### src/rtl/dmem_pkg.sv
// rtl/dmem_pkg.sv - shared types and helpers for the data-memory controller
// Purpose: FSM state encoding, access-size encodings and alignment helpers
//          shared by dmem_ctrl and mem_align.
// Ports:   none (package).
package dmem_pkg;

  typedef enum logic [1:0] {
    ST_IDLE = 2'd0,
    ST_ADDR = 2'd1,
    ST_DATA = 2'd2,
    ST_DONE = 2'd3
  } state_t;

  localparam logic [1:0] SIZE_BYTE = 2'd0;
  localparam logic [1:0] SIZE_HALF = 2'd1;
  localparam logic [1:0] SIZE_WORD = 2'd2;

  // The reserved size code 3 behaves exactly like a word access.
  function automatic logic [1:0] norm_size(input logic [1:0] size);
    return (size == 2'd3) ? SIZE_WORD : size;
  endfunction

  // Expects a size already passed through norm_size.
  function automatic logic is_aligned(input logic [1:0] size, input logic [1:0] addr_lo);
    case (size)
      SIZE_BYTE: return 1'b1;
      SIZE_HALF: return ~addr_lo[0];
      default:   return (addr_lo == 2'b00);
    endcase
  endfunction

endpackage

### src/rtl/dmem_ctrl_if.sv
// rtl/dmem_ctrl_if.sv - request/address/data-phase bus between controller and memory
// Purpose: groups the data-memory bus signals.
// Ports (master = controller side):
//   req_o, wr_o       request and write strobe
//   size_o, addr_o    access size and byte address
//   wdata_o           lane-replicated store data
//   addr_ok_i         address phase accepted
//   data_ok_i         data phase complete
//   rdata_i           read data, valid with data_ok_i
interface dmem_ctrl_if;

  logic        req_o;
  logic        wr_o;
  logic [1:0]  size_o;
  logic [31:0] addr_o;
  logic [31:0] wdata_o;
  logic        addr_ok_i;
  logic        data_ok_i;
  logic [31:0] rdata_i;

  modport master (
    output req_o, wr_o, size_o, addr_o, wdata_o,
    input  addr_ok_i, data_ok_i, rdata_i
  );

  modport slave (
    input  req_o, wr_o, size_o, addr_o, wdata_o,
    output addr_ok_i, data_ok_i, rdata_i
  );

endinterface

### src/rtl/mem_align.sv
// rtl/mem_align.sv - store lane replication and load lane extraction
// Purpose: purely combinational data steering for byte/half/word accesses.
// Ports:
//   i_size     normalised access size (BYTE/HALF/WORD)
//   i_addr_lo  low address bits selecting the lane
//   i_sign     1 = sign-extend loads, 0 = zero-extend
//   i_wdata    raw store data (low bits significant)
//   i_rdata    raw 32-bit bus read data
//   o_wdata    store data replicated across all lanes
//   o_rdata    extracted and extended load result
module mem_align
  import dmem_pkg::*;
(
  input  logic [1:0]  i_size,
  input  logic [1:0]  i_addr_lo,
  input  logic        i_sign,
  input  logic [31:0] i_wdata,
  input  logic [31:0] i_rdata,
  output logic [31:0] o_wdata,
  output logic [31:0] o_rdata
);

  logic [7:0]  w_byte;
  logic [15:0] w_half;

  always_comb begin
    o_wdata = i_wdata;
    case (i_size)
      SIZE_BYTE: o_wdata = {4{i_wdata[7:0]}};
      SIZE_HALF: o_wdata = {2{i_wdata[15:0]}};
      default:   o_wdata = i_wdata;
    endcase
  end

  always_comb begin
    w_byte = i_rdata[7:0];
    case (i_addr_lo)
      2'd0:    w_byte = i_rdata[7:0];
      2'd1:    w_byte = i_rdata[15:8];
      2'd2:    w_byte = i_rdata[23:16];
      default: w_byte = i_rdata[31:24];
    endcase
    w_half = i_addr_lo[1] ? i_rdata[31:16] : i_rdata[15:0];
  end

  always_comb begin
    o_rdata = i_rdata;
    case (i_size)
      SIZE_BYTE: o_rdata = {{24{i_sign & w_byte[7]}}, w_byte};
      SIZE_HALF: o_rdata = {{16{i_sign & w_half[15]}}, w_half};
      default:   o_rdata = i_rdata;
    endcase
  end

endmodule

### src/rtl/dmem_ctrl.sv
// rtl/dmem_ctrl.sv - MEM-stage data-memory controller with stall generation
// Purpose: turns MEM-stage load/store decodes into request/address/data bus
//          transactions, stalls the pipeline until the access completes and
//          returns the extended load result.
// Ports:
//   clk, rst               clock, asynchronous active-high reset
//   memread_i, memwrite_i  load / store decode (both set = store)
//   size_i, sign_i         access size, load sign-extension select
//   addr_i, wdata_i        effective address, store data
//   flush_i                MEM-stage instruction cancelled
//   stall_other_i          pipeline held by another source
//   bus                    data-memory bus (master side)
//   rdata_o                extended load result, held until next load
//   stall_o                pipeline stall request
//   adel_o, ades_o         misaligned load / store address errors
module dmem_ctrl
  import dmem_pkg::*;
(
  input  logic              clk,
  input  logic              rst,
  input  logic              memread_i,
  input  logic              memwrite_i,
  input  logic [1:0]        size_i,
  input  logic              sign_i,
  input  logic [31:0]       addr_i,
  input  logic [31:0]       wdata_i,
  input  logic              flush_i,
  input  logic              stall_other_i,
  dmem_ctrl_if.master       bus,
  output logic [31:0]       rdata_o,
  output logic              stall_o,
  output logic              adel_o,
  output logic              ades_o
);

  state_t      r_state;
  state_t      w_next;

  logic [31:0] r_addr;
  logic [1:0]  r_size;
  logic        r_wr;
  logic [31:0] r_wdata;
  logic        r_sign;
  logic        r_discard;
  logic [31:0] r_rdata;

  logic [1:0]  w_size_n;
  logic        w_aligned;
  logic        w_is_store;
  logic        w_is_load;
  logic        w_access;
  logic        w_capture;
  logic [31:0] w_wdata_rep;
  logic [31:0] w_rdata_ext;

  assign w_size_n   = norm_size(size_i);
  assign w_aligned  = is_aligned(w_size_n, addr_i[1:0]);
  assign w_is_store = memwrite_i;
  assign w_is_load  = memread_i & ~memwrite_i;
  assign w_access   = (memread_i | memwrite_i) & ~flush_i & w_aligned;

  mem_align u_align (
    .i_size    (r_size),
    .i_addr_lo (r_addr[1:0]),
    .i_sign    (r_sign),
    .i_wdata   (r_wdata),
    .i_rdata   (bus.rdata_i),
    .o_wdata   (w_wdata_rep),
    .o_rdata   (w_rdata_ext)
  );

  always_ff @(posedge clk or posedge rst) begin
    if (rst) begin
      r_state <= ST_IDLE;
    end else begin
      r_state <= w_next;
    end
  end

  always_comb begin
    w_next = r_state;
    case (r_state)
      ST_IDLE: begin
        if (w_access) w_next = ST_ADDR;
      end
      ST_ADDR: begin
        // Once the address is accepted the bus transaction must run to
        // completion; a flush can only abort before acceptance.
        if (bus.addr_ok_i && bus.data_ok_i) w_next = flush_i ? ST_IDLE : ST_DONE;
        else if (bus.addr_ok_i)             w_next = ST_DATA;
        else if (flush_i)                   w_next = ST_IDLE;
      end
      ST_DATA: begin
        if (bus.data_ok_i) w_next = (r_discard | flush_i) ? ST_IDLE : ST_DONE;
      end
      ST_DONE: begin
        if (!stall_other_i) w_next = ST_IDLE;
      end
      default: w_next = ST_IDLE;
    endcase
  end

  always_comb begin
    bus.req_o = 1'b0;
    bus.wr_o  = 1'b0;
    stall_o   = 1'b0;
    adel_o    = 1'b0;
    ades_o    = 1'b0;
    case (r_state)
      ST_IDLE: begin
        stall_o = w_access;
        adel_o  = w_is_load  & ~w_aligned & ~flush_i;
        ades_o  = w_is_store & ~w_aligned & ~flush_i;
      end
      ST_ADDR: begin
        bus.req_o = 1'b1;
        bus.wr_o  = r_wr;
        stall_o   = 1'b1;
      end
      ST_DATA: begin
        stall_o = 1'b1;
      end
      default: begin
        stall_o = 1'b0;
      end
    endcase
  end

  assign bus.size_o  = r_size;
  assign bus.addr_o  = r_addr;
  assign bus.wdata_o = w_wdata_rep;
  assign rdata_o     = r_rdata;

  // Load data is kept only for loads that were not cancelled at any point.
  assign w_capture = bus.data_ok_i & ~r_wr & ~flush_i &
                     (((r_state == ST_ADDR) & bus.addr_ok_i) |
                      ((r_state == ST_DATA) & ~r_discard));

  always_ff @(posedge clk or posedge rst) begin
    if (rst) begin
      r_addr    <= 32'd0;
      r_size    <= 2'd0;
      r_wr      <= 1'b0;
      r_wdata   <= 32'd0;
      r_sign    <= 1'b0;
      r_discard <= 1'b0;
      r_rdata   <= 32'd0;
    end else begin
      if ((r_state == ST_IDLE) && w_access) begin
        r_addr  <= addr_i;
        r_size  <= w_size_n;
        r_wr    <= w_is_store;
        r_wdata <= wdata_i;
        r_sign  <= sign_i;
      end

      if (r_state == ST_DATA) begin
        r_discard <= bus.data_ok_i ? 1'b0 : (r_discard | flush_i);
      end else if ((r_state == ST_ADDR) && bus.addr_ok_i && !bus.data_ok_i) begin
        r_discard <= flush_i;
      end else begin
        r_discard <= 1'b0;
      end

      if (w_capture) r_rdata <= w_rdata_ext;
    end
  end

endmodule

### src/flat_wrapper.sv
// flat-port wrapper written by rule: the top's interface ports become plain ports
module dmem_ctrl_flat import dmem_pkg::*;
  (clk, rst, memread_i, memwrite_i, size_i, sign_i, addr_i, wdata_i, flush_i, stall_other_i, rdata_o, stall_o, adel_o, ades_o, bus_req_o, bus_wr_o, bus_size_o, bus_addr_o, bus_wdata_o, bus_addr_ok_i, bus_data_ok_i, bus_rdata_i);
  dmem_ctrl_if bus_i ();
  input  logic clk;
  input  logic rst;
  input  logic memread_i;
  input  logic memwrite_i;
  input  logic [1:0] size_i;
  input  logic sign_i;
  input  logic [31:0] addr_i;
  input  logic [31:0] wdata_i;
  input  logic flush_i;
  input  logic stall_other_i;
  output logic [31:0] rdata_o;
  output logic stall_o;
  output logic adel_o;
  output logic ades_o;
  output wire logic [$bits(bus_i.req_o)-1:0] bus_req_o;
  output wire logic [$bits(bus_i.wr_o)-1:0] bus_wr_o;
  output wire logic [$bits(bus_i.size_o)-1:0] bus_size_o;
  output wire logic [$bits(bus_i.addr_o)-1:0] bus_addr_o;
  output wire logic [$bits(bus_i.wdata_o)-1:0] bus_wdata_o;
  input wire logic [$bits(bus_i.addr_ok_i)-1:0] bus_addr_ok_i;
  input wire logic [$bits(bus_i.data_ok_i)-1:0] bus_data_ok_i;
  input wire logic [$bits(bus_i.rdata_i)-1:0] bus_rdata_i;
  assign bus_req_o = bus_i.req_o;
  assign bus_wr_o = bus_i.wr_o;
  assign bus_size_o = bus_i.size_o;
  assign bus_addr_o = bus_i.addr_o;
  assign bus_wdata_o = bus_i.wdata_o;
  assign bus_i.addr_ok_i = bus_addr_ok_i;
  assign bus_i.data_ok_i = bus_data_ok_i;
  assign bus_i.rdata_i = bus_rdata_i;
  dmem_ctrl u_core (.clk(clk), .rst(rst), .memread_i(memread_i), .memwrite_i(memwrite_i), .size_i(size_i), .sign_i(sign_i), .addr_i(addr_i), .wdata_i(wdata_i), .flush_i(flush_i), .stall_other_i(stall_other_i), .bus(bus_i), .rdata_o(rdata_o), .stall_o(stall_o), .adel_o(adel_o), .ades_o(ades_o));
endmodule
### config.mk
export PLATFORM = sky130hd
export DESIGN_NAME = dmem_ctrl_flat
export DESIGN_NICKNAME = d
export VERILOG_FILES = /design/src/rtl/dmem_pkg.sv /design/src/rtl/dmem_ctrl_if.sv /design/src/rtl/mem_align.sv /design/src/rtl/dmem_ctrl.sv /design/src/flat_wrapper.sv
export SDC_FILE = /design/constraint.sdc
export NUM_CORES = 1
export LEC_CHECK = 0
export ABC_AREA = 1
export BUFFER_PORTS_ARGS = -buffer_cell sky130_fd_sc_hd__buf_4
export CORE_MARGIN = 2
export CORE_UTILIZATION = 49
export DETAILED_ROUTE_END_ITERATION = 6
export GPL_TIMING_DRIVEN = 0
export MAX_ROUTING_LAYER = met4
export PLACE_DENSITY_LB_ADDON = 0.25
export SLEW_MARGIN = 20
export SYNTH_ARGS = -nofsm -noshare
export SYNTH_HDL_FRONTEND = slang
export SYNTH_SLANG_ARGS = --single-unit
### constraint.sdc
create_clock -name clk -period 3.55 [get_ports clk]
set_input_delay 0.5325 -clock clk [delete_from_list [all_inputs] [get_ports clk]]
set_output_delay 0.5325 -clock clk [all_outputs]
set_load 0.01 [all_outputs]
==> flow_summary.yaml <==
outcome:
  status: "finished clean"
placement:
  dp.cells: 1097
  hpwl_mm: 11.7
  gp_congestion: 0.993
  io_buffers: 209
worst_setup_path:
  crit_path_frequent_cell: "inv_1"
  cp_max_fo: 10
  crit_chain: "inv_1 > ha_1 > inv_1 > nor2_4 > inv_2 > buf_2 > a21oi_1 > buf_4"
  arrival_ns: 2.03
  critPathLaunchType: "register"
  cp-end-kind: "output port"
  max_stage_delay_ns: 0.44
  critPathSlowestCell: "dfrtp_1"
  path_delay_family: "buffers and inverters"
  path_class: "register to output port"
  cp_data_required_time_ns: 3.02
  critPathBufInv: 5
floorplan:
  die_area_mm2: 0.0117
  fp.dieH_um: 108
  core-area_mm2: 0.0107
  rows: 38
  num_io_pins: 210
  die_x_um: 108
  initial_core_util_pct: 49.8
clock_network:
  htree_levels: 3
  cts_tree: "built"
  post_cts_resized: 0
  numCtsBuffers: 9
  postCtsSetupRepairBufs: 0
  cts_sinks: 103
  cts_root_buf: "clkbuf_8"
  insertion_delay_ns: 0.37
  path_clk_slew_ns: 0.11
  cts_hold_buf: 0
  clockBufferDepth: 2
final_layout:
  drive_gt1_share_pct: 28.2
  multiInputGateArea_mm2: 0.00229
  areaGrowthSynthToFinish_pct: 37.2
  nNetsFinal: 1080
  num_antenna_cells: 0
  fin_cells: 1113
  ff_latch_area_mm2: 0.00258
  fill_cells: 981
route:
  vias: 5433
  route.detailed.drc: 0
  drtIter0Drc: 269
  avgRoutedWirePerCell_um: 13.7
  viasPerCell: 4.88
  wirelength_mm: 15.3
  dr.pass1.iters: 5
  drtAntennaViolNets: 0
synth:
  syn_avg_cell_area_um2: 7.13
  ys_warn_count: 0
  ys_ff_latch: 103
  synth_edf_count: 0
  synth.cell_area_mm2: 0.00532
  synth_nets: 859
  synthCells: 747
  ys_types: 29
  seq_area_frac_synth_pct: 48.4
  synthArstFlopShare_pct: 100
  ys.flop_type: "dfrtp_1"
global_route:
  antenna_found_initial: 0
  grtUsageTotal_pct: 27.9
  grt_pass1_vias: 5232
  grt_pass1_wl_mm: 24.8
  grt_max_degree: 68
  grt-ovfl-total: 0
sta:
  worstMarginPinSlew_ns: 0.591
  fmax_mhz: 391
  slew_violations: 0
  period_share_pct: 72.1
  final-setup-viol-count: 0
  slew_headroom_pct: 60.6
  min_period_ns: 2.56
  finalClockSkew_ns: 0.0120
  hold_slack_ns: 0.140
  report.final.hold_viol_count: 0
  rsz0062_at_grt: "no"
min_path:
  hp-class: "input port to async pin"
job:
  cap_violations: 0
power_and_ir_drop:
  p_leak_nw: 4.27
  p_per_area_mw_per_mm2: 845
  max-vdd-ir-drop_v: 0.000539
## worst reg2reg max path: stages, from the launching register on
cell	delay, ns
dfrtp_1	0.44
inv_1	0.10
ha_1	0.25
nand2_1	0.12
o21ai_1	0.11
nand2_1	0.19
inv_2	0.15
clkbuf_1	0.29
or2_0	0.16
nand2_1	0.05
inv_1	0.05
## report_power, final
group | internal [mW] | switching (mW)
sequential | 1.73 | 0.377
clock | 0.335 | 0.437
combinational | 1.50 | 1.79
## final cells by class
class | instances | share of cell area, %
inverters | 54 | 2.88
clock buffers | 9 | 1.70
well taps | 140 | 2.40
plain buffers | 42 | 3.44
flip-flops and latches | 103 | 35.3
multi-input cells | 548 | 31.3
repair buffers | 210 | 21.9
clock inverters | 7 | 1.10
## cell families after synthesis
group	count (synthesis)	share of synthesized area (%)
adders and majority gates	5	1.18
AOI/OAI and AO/OA	43	4.23
buffers and inverters	96	8.58
and+or+nand+nor	500	37.6
DFF	103	48.4
## flip-flops by register name, summed over array words and instances, names as in the netlist
signal	count
u_core.bus.addr_o	32
u_core.bus.size_o	2
u_core.r_discard	1
u_core.r_sign	1
u_core.r_state	2
u_core.r_wdata	32
u_core.r_wr	1
u_core.rdata_o	32
## per-layer routing
metal / vias to the layer above / share of wire [%] / GRT usage, % / wire length [um]
met5: - / 0 / - / 0
met4: 0 / 2.1 / 8.15 / 326
met3: 29 / 8.1 / 6.99 / 1230
met2: 220 / 49 / 45.6 / 7430
met1: 2483 / 41 / 34.6 / 6300
li1: 2701 / - / - / -
## final timing paths
path | slack (ns) | to | startpoint | cells past startpoint
max reg2reg | 1.60 | u_core.rdata_o[20]$_DFFE_PP0P_ | u_core.r_state[1]$_DFFE_PP0P_ | 10
min in group clk | 0.35 | u_core.bus.addr_o[24]$_DFFE_PP0P_ | addr_i[24] | 3
max | 0.99 | stall_o | u_core.r_state[0]$_DFFE_PP0P_ | 8
min | 0.14 | u_core.rdata_o[14]$_DFFE_PP0P_ | rst | 2
max in group asynchronous | 2.77 | u_core.rdata_o[31]$_DFFE_PP0P_ | rst | 3
min reg2reg | 0.48 | u_core.r_wdata[21]$_DFFE_PP0P_ | u_core.r_wdata[21]$_DFFE_PP0P_ | 2
## metrics by stage
stage	utilization [%]	power, mW	TNS (ns)	setup slack, ns	instance area [um2]
after floorplan	-	3.86	0	0.314	5320
after global placement	66.1	5.35	-91.97	-0.900	7070
after detailed placement	66.4	5.43	0	1.23	7100
after CTS	68.3	6.20	0	0.947	7300
after global routing	68.3	6.70	0	0.835	7300
final	68.3	6.17	0	0.991	7300
## synthesized netlist by cell type, types with 4 or more instances
cell type  instances  area share (%)
buf_2             18             1.7
clkbuf_1           9            0.63
nor2_1            48             3.4
nand2_1          396              28
or2_0             12             1.4
nand3_1           30             2.8
o21ai_0           16             1.5
inv_1             49             3.5
buf_6              5             1.1
buf_4              9             1.3
or2_2              4            0.47
dfrtp_1          103              48
ha_1               5             1.2
o21ai_1           10            0.94
a21oi_1           14             1.3
## placed cells by master (no fill, tap or decap), types with 2 or more instances in the layout
master    netlist  routed
nand2_1       396     396
buf_4           9     218
dfrtp_1       103     103
nor2_1         48      48
inv_1          49      48
nand3_1        30      30
buf_2          18      18
o21ai_0        16      16
a21oi_1        14      14
or2_0          12      12
o21ai_1        10      10
clkbuf_1        9       9
clkbuf_8        0       9
buf_6           5       5
ha_1            5       5
or2_2           4       4
inv_2           3       3
nand3_2         2       2
nor2_4          2       2
nand4_1         2       2
inv_6           0       2
clkinv_4        0       2
Note: power is estimated with default switching activity, not from simulation.
